### src/rtl/gray_seq_ctrl.sv
// Command-driven binary/Gray counter sequencer: LOAD/STEP/RUN/NOP over a valid/ready port.
// Optional GRAY_SEQ_PAUSE_EN adds a pause input that stalls an active RUN.
module gray_seq_ctrl #(
    parameter int DATA_WIDTH = 4,
    parameter int STEP_WIDTH = 8
) (
    input  logic                  clk,
    input  logic                  reset,
    input  logic                  cmd_valid,
    output logic                  cmd_ready,
    input  logic [1:0]            cmd_op,
    input  logic                  cmd_dir,
    input  logic [DATA_WIDTH-1:0] cmd_load,
    input  logic [STEP_WIDTH-1:0] cmd_count,
    input  logic                  abort,
`ifdef GRAY_SEQ_PAUSE_EN
    input  logic                  pause,
`endif
    output logic [DATA_WIDTH-1:0] gray_out,
    output logic [DATA_WIDTH-1:0] bin_out,
    output logic                  busy,
    output logic                  done,
    output logic                  wrapped,
    output logic                  aborted
);

    typedef enum logic {S_IDLE, S_RUN} state_t;

    localparam logic [1:0] OP_LOAD = 2'b00;
    localparam logic [1:0] OP_STEP = 2'b01;
    localparam logic [1:0] OP_RUN  = 2'b10;
    localparam logic [1:0] OP_NOP  = 2'b11;

    state_t                state;
    logic [STEP_WIDTH-1:0] remaining;
    logic                  run_dir;
    logic                  step_dir;
    logic                  step_wrap;
    logic [DATA_WIDTH-1:0] step_bin;
    logic                  hold;

    function automatic logic [DATA_WIDTH-1:0] to_gray(input logic [DATA_WIDTH-1:0] b);
        to_gray = b ^ (b >> 1);
    endfunction

    // MSB of the result flags a crossing between all-ones and zero.
    function automatic logic [DATA_WIDTH:0] step_val(input logic [DATA_WIDTH-1:0] b,
                                                     input logic dn);
        if (dn)
            step_val = {(b == '0), b - DATA_WIDTH'(1)};
        else
            step_val = {(&b), b + DATA_WIDTH'(1)};
    endfunction

    assign cmd_ready = (state == S_IDLE);
    assign busy      = (state == S_RUN);

`ifdef GRAY_SEQ_PAUSE_EN
    assign hold = pause;
`else
    assign hold = 1'b0;
`endif

    always_comb begin
        step_dir              = (state == S_RUN) ? run_dir : cmd_dir;
        {step_wrap, step_bin} = step_val(bin_out, step_dir);
    end

    always_ff @(posedge clk) begin
        if (reset) begin
            state     <= S_IDLE;
            remaining <= '0;
            run_dir   <= 1'b0;
            bin_out   <= '0;
            gray_out  <= '0;
            done      <= 1'b0;
            wrapped   <= 1'b0;
            aborted   <= 1'b0;
        end else begin
            done    <= 1'b0;
            wrapped <= 1'b0;
            aborted <= 1'b0;
            case (state)
                S_IDLE: begin
                    if (cmd_valid) begin
                        case (cmd_op)
                            OP_LOAD: begin
                                bin_out  <= cmd_load;
                                gray_out <= to_gray(cmd_load);
                                done     <= 1'b1;
                            end
                            OP_STEP: begin
                                bin_out  <= step_bin;
                                gray_out <= to_gray(step_bin);
                                wrapped  <= step_wrap;
                                done     <= 1'b1;
                            end
                            OP_RUN: begin
                                if (cmd_count == '0) begin
                                    done <= 1'b1;
                                end else begin
                                    state     <= S_RUN;
                                    remaining <= cmd_count;
                                    run_dir   <= cmd_dir;
                                end
                            end
                            OP_NOP:  done <= 1'b1;
                            default: done <= 1'b1;
                        endcase
                    end
                end
                S_RUN: begin
                    // Abort beats both pause and the final step.
                    if (abort) begin
                        state     <= S_IDLE;
                        remaining <= '0;
                        aborted   <= 1'b1;
                    end else if (!hold) begin
                        bin_out   <= step_bin;
                        gray_out  <= to_gray(step_bin);
                        wrapped   <= step_wrap;
                        remaining <= remaining - STEP_WIDTH'(1);
                        if (remaining == STEP_WIDTH'(1)) begin
                            state <= S_IDLE;
                            done  <= 1'b1;
                        end
                    end
                end
                default: state <= S_IDLE;
            endcase
        end
    end

endmodule

### config.mk
export PLATFORM = sky130hd
export DESIGN_NAME = gray_seq_ctrl
export DESIGN_NICKNAME = d
export VERILOG_FILES = /design/src/rtl/gray_seq_ctrl.sv
export SDC_FILE = /design/constraint.sdc
export NUM_CORES = 1
export LEC_CHECK = 0
export CORE_MARGIN = 4
export CORE_UTILIZATION = 35
export DETAILED_ROUTE_END_ITERATION = 8
export DONT_BUFFER_PORTS = 1
export PLACE_DENSITY = 0.52
export SLEW_MARGIN = 20
export SYNTH_ARGS = -nofsm -noshare
export SYNTH_HDL_FRONTEND = slang
export SYNTH_SLANG_ARGS = --single-unit
### constraint.sdc
create_clock -name clk -period 2.41 [get_ports clk]
set_clock_uncertainty 0.2 [all_clocks]
set_input_delay 0.241 -clock clk [delete_from_list [all_inputs] [get_ports clk]]
set_output_delay 0.241 -clock clk [all_outputs]
set_load 0.02 [all_outputs]
Word level (Yosys, flattened, before mapping) --
Cells that the tools add are included.
Word-level totals: register bits 21, latch bits 0, RAM bits 0, ROM bits 0, input port bits 19, output and inout bits 13, memories kept 0
Operators by class: add/subtract/negate cells 3, $mul 0, divide/modulo/power cells 0, order comparisons 0, eq/ne operators 9, shift-type cells 0, multiplexer cells 32, bitwise operators 4, reduce and logical (&&, ||, !) cells 9
Operator list (number):
- 8-bit 2-to-1 mux | 4
- 4-bit case mux with 2 select lines | 4
- 4-bit 2-to-1 mux | 4
- 8-bit case mux with 2 select lines | 1
- 1-bit 2-to-1 mux | 14
- 8-bit by 1-bit equality test with 1-bit output (second input constant) | 1
- 8-bit zero test | 1
- 1-bit case mux with 2 select lines | 4
- 4-bit AND reduction | 2
- 8-bit by 1-bit subtractor with 8-bit output (second input constant) | 1
- 4-bit by 3-bit bitwise XOR with 4-bit output | 2
- 2-bit inequality test (second input constant) | 3
- 3-bit AND reduction | 2
- 5-bit 2-to-1 mux | 1
- 4-bit by 1-bit adder with 4-bit output (second input constant) | 1
- 2-bit equality test (second input constant) | 2
- 4-bit zero test | 1
- 4-bit by 1-bit subtractor with 4-bit output (second input constant) | 1
- 3-bit by 1-bit inequality test with 1-bit output (second input constant) | 1
- 3-bit OR reduction | 1
- 2-bit by 1-bit equality test with 1-bit output (second input constant) | 1
- 2-bit zero test | 1
- 2-bit by 1-bit inequality test with 1-bit output (second input constant) | 1
- 1-bit inverter | 2
- 2-bit OR reduction | 1

Logic depth before layout (Yosys ltp) --
depth after elaboration 6, depth in mapped cells 7, gate-level depth less buffers 7

Worst setup path after synthesis --
No wires, ideal clock.
path type reg-to-reg, start point register state, in the netlist busy, end point register gray_out[2], data arrival time 2.026 ns, data required time 2.119 ns, setup slack 0.093 ns, stages on the path, launching flop included 8, period minus slack after synthesis 2.317 ns, path through dfxtp_1 -> mux2_4 -> ha_1 -> a21o_1 -> a21oi_1 -> xnor2_2 -> xnor2_1 -> a311oi_1
On the way: cells in the longest elaborated chain, start to end 6, elaborated cells between the ends (all ways) 12, classes of those cells eq/ne (3); mux (6); bitwise (2); reduce/logical (1)
RTL lines:
- start, declared | line 34 | state_t state;
- start signal, assigned | line 71 | state <= S_IDLE;
- start signal, assigned | line 102 | state <= S_RUN;
- start signal, assigned | line 115 | state <= S_IDLE;
- 1-bit 2-to-1 mux | line 65 | step_dir = (state == S_RUN) ? run_dir : cmd_dir;
- 5-bit 2-to-1 mux | line 49 | if (dn)
- 4-bit by 3-bit bitwise XOR with 4-bit output | line 43 | to_gray = b ^ (b >> 1);
- 4-bit case mux with 2 select lines | line 86 | case (cmd_op)
- 4-bit 2-to-1 mux | line 85 | if (cmd_valid) begin
- 4-bit case mux with 2 select lines | line 83 | case (state)
- end signal, assigned | line 89 | gray_out <= to_gray(cmd_load);
- end signal, assigned | line 94 | gray_out <= to_gray(step_bin);
- end signal, assigned | line 120 | gray_out <= to_gray(step_bin);
- end, declared | line 19 | output logic [DATA_WIDTH-1:0] gray_out,
Parallel ways exist; a longest one is shown, timed or not. The select of a mux whose other input is x is not followed. A chain may end at the register's enable or synchronous reset.

Worst setup path in the final report --
start point register state, in the netlist busy, end point register remaining[4]
On the way: cells in the longest elaborated chain, start to end 3, elaborated cells between the ends (all ways) 6, classes of those cells eq/ne (3); mux (1); bitwise (1); reduce/logical (1)
RTL lines:
- 1-bit inverter (no source line)
- 2-bit by 1-bit inequality test with 1-bit output (no source line) / 2-bit inequality test (equally long branches)
- 3-bit AND reduction (no source line)
- end signal, assigned | line 103 | remaining <= cmd_count;
- end signal, assigned | line 122 | remaining <= remaining - STEP_WIDTH'(1);
- end, declared | line 35 | logic [STEP_WIDTH-1:0] remaining;
Parallel ways exist; a longest one is shown, timed or not.

==> flow_metrics.env <==
export IMPL_synth_area_um2=1160
export IMPL_yosys_warnings=0
export IMPL_cts_buffers_inserted=3
export IMPL_worstPathArrival_ns=2.31
export IMPL_setup_viol=0
export IMPL_timing_final_ws_setup_ns=0.168
export IMPL_die_area_um2=4300
export IMPL_cts_buffer_depth=2
export IMPL_critPathRequiredTime_ns=2.48
export IMPL_fin_crit_sh_pct=93.0
export IMPL_clkSinkCount=20
export IMPL_hold_viol=0
export IMPL_worst_setup_path_type="reg -> reg"
export IMPL_initial_utilization_pct=37.4
export IMPL_status="completed"
export IMPL_synth_top_area_share_pct=34.5
export IMPL_synth_area_leaders="dfxtp_1 34%, a21oi_1 6.9%, xnor2_1 6.0%"
export IMPL_syn_inst=143
export IMPL_ys_seq_area_share_pct=34.5
export IMPL_grtUsageTotal_pct=15.3
export IMPL_drv_cap=0
export IMPL_grt_pass1_vias=1098
export IMPL_yosysTopAreaCell="dfxtp_1"
export IMPL_first_iter_violations=46
export IMPL_synth_cell_types=38
export IMPL_startpoint_type="register"
export IMPL_die_width_um=65.6
export IMPL_ff2ff_path_depth=6
export IMPL_rsz0062_at_grt="false"
export IMPL_crit_fanout=8
export IMPL_p_leak_nw=0.538
export IMPL_route_detailed_drc=0
export IMPL_avgSynthCellArea_um2=8.12
export IMPL_avgRoutedWirePerCell_um=14.8
export IMPL_fmax_mhz=446
export IMPL_dp_hpwl_mm=2.19
export IMPL_rows=20
export IMPL_min_path_cells=3
export IMPL_min_period_ns=2.24
export IMPL_async_reset_ff_share_pct=0
export IMPL_synth_edf_count=0
export IMPL_grt_pass1_wl_mm=5.04
export IMPL_antenna_found_initial=0
export IMPL_vias_per_cell=5.39
export IMPL_layout_common_cells="20 x dfxtp_1, 18 x nor2_1, 16 x a21oi_1, 16 x dlygate4sd3_1, 14 x nand2_1"
export IMPL_grt_max_degree=21
export IMPL_clock_root_buffer="clkbuf_4"
export IMPL_drive_gt1_share_pct=10.3
export IMPL_cts_tree="done"
export IMPL_overflow=0
export IMPL_gp_congestion=0.807
export IMPL_ys_seq_elements=20
export IMPL_endpoint_kind="register"
export IMPL_post_place_ws_ns=0.230
export IMPL_slew_violations=0
export IMPL_peakVddDrop_uv=292
export IMPL_maxSlewHeadroom_pct=43.5
export IMPL_ant_nets=0
export IMPL_synth_ff_type="dfxtp_1"
export IMPL_finalSetupTns_ns=0
export IMPL_first_pass_iters=4
export IMPL_hold_path_class="in -> reg"
export IMPL_io_pins=32
export IMPL_dieHeight_um=65.6
export IMPL_synth_fp_nets=167
export IMPL_final_util_pct=46.7
export IMPL_powerDensity_nw_per_um2=556
export IMPL_cts_repair_timing_setup_buffer_count=0
export IMPL_final_common_cell="dfxtp_1"
export IMPL_vias=1127
export IMPL_worst_slew_pin_slew_ns=0.842
export IMPL_areaGrowthSynthToFinish_pct=24.7
export IMPL_nets=190
export IMPL_clk_latency_ns=0.32
export IMPL_io_buffers=0
export IMPL_clkSlewWorstSetupHoldPaths_ns=0.13
export IMPL_diodes=0
export IMPL_coreArea_um2=3100
export IMPL_htree_levels=1
export IMPL_finalWirelength_mm=3.08
## per-layer routing
layer  vias up  wire, um  part of all wire [%]  track usage, %
met3         5       203                   6.6            5.81
met4         0        25                  0.81            3.89
met5         -         0                     0               0
li1        556         -                     -               -
met1       530      1280                    42            16.7
met2        36      1570                    51            27.6
## worst max-delay path, stage by stage (launching register included)
cell and delay (ns):
dfxtp_1 0.38, buf_4 0.19, inv_1 0.07, nor2_1 0.44, a32oi_1 0.19, a21oi_1 0.15
dlygate4sd3_1 0.57
## repair_timing
item,CTS,global route
resized for setup,0,1
hold endpoints to repair,20,0
hold buffers,16,0
endpoints found under the setup margin,0,1
## worst paths after layout
kind	startpoint	to	slack, ns
worst max-delay path	busy	remaining[4]	0.17
worst max register to register	busy	remaining[4]	0.17
worst min-delay path	abort	busy	0.02
worst min register to register	run_dir	run_dir	0.28
## flip-flops by register name, summed over array words and instances, names as in the netlist
| register | flops |
|---|---|
| bin_out | 4 |
| gray_out | 3 |
| run_dir | 1 |
| wrapped | 1 |
| done | 1 |
| aborted | 1 |
| busy | 1 |
| remaining | 8 |
## cells by family (layout without fill, tap and decap cells)
| family | Yosys count | count (layout) | synth area share [%] |
|---|---|---|---|
| adder cells (fa/ha/maj) | 5 | 5 | 6.03 |
| flip-flops | 20 | 20 | 34.5 |
| AO/OA/AOI/OAI | 40 | 40 | 22.1 |
| buffers and inverters | 13 | 35 | 4.63 |
| AND/OR/NAND/NOR | 51 | 51 | 20.3 |
| XOR/XNOR | 12 | 12 | 10.3 |
| multiplexers | 2 | 2 | 2.15 |
## cell type report
type                    instances  area (um^2)
clock buffers                   4         36.3
fillers                       334         1660
inverters                       8         30.0
multi-input cells             110          713
flip-flops and latches         20          400
well taps                      44         55.1
repair buffers                 23          213
## stage by stage
stage / total power, mW / area [um^2] / hold WS [ns] / cells
final: 0.805 / 1450 / 0.0233 / 209
after global routing: 0.854 / 1450 / 0.0514 / 209
after CTS: 0.808 / 1440 / 0.0251 / 209
after detailed placement: 0.576 / 1240 / 0.116 / 189
after global placement: 0.573 / 1240 / 0.113 / 189
after floorplan: 0.539 / 1160 / 0.164 / 143
## cell usage after synthesis (all sizes together) (3+ instances only)
cell type and n:
nor3 4, inv 8, xnor2 9, dfxtp 20
nor2 18, nand3 5, a221oi 3, ha 4
a21oi 16, nor4 4, clkbuf 3, a31oi 3
nand2 14, xor2 3, o21ai 5
## power breakdown
part	internal [mW]	switching, mW	leakage (nW)
logic	0.103	0.115	0.353
clock network	0.0924	0.117	0.0210
registers	0.350	0.0272	0.163
Note: power is estimated with default switching activity, not from simulation.
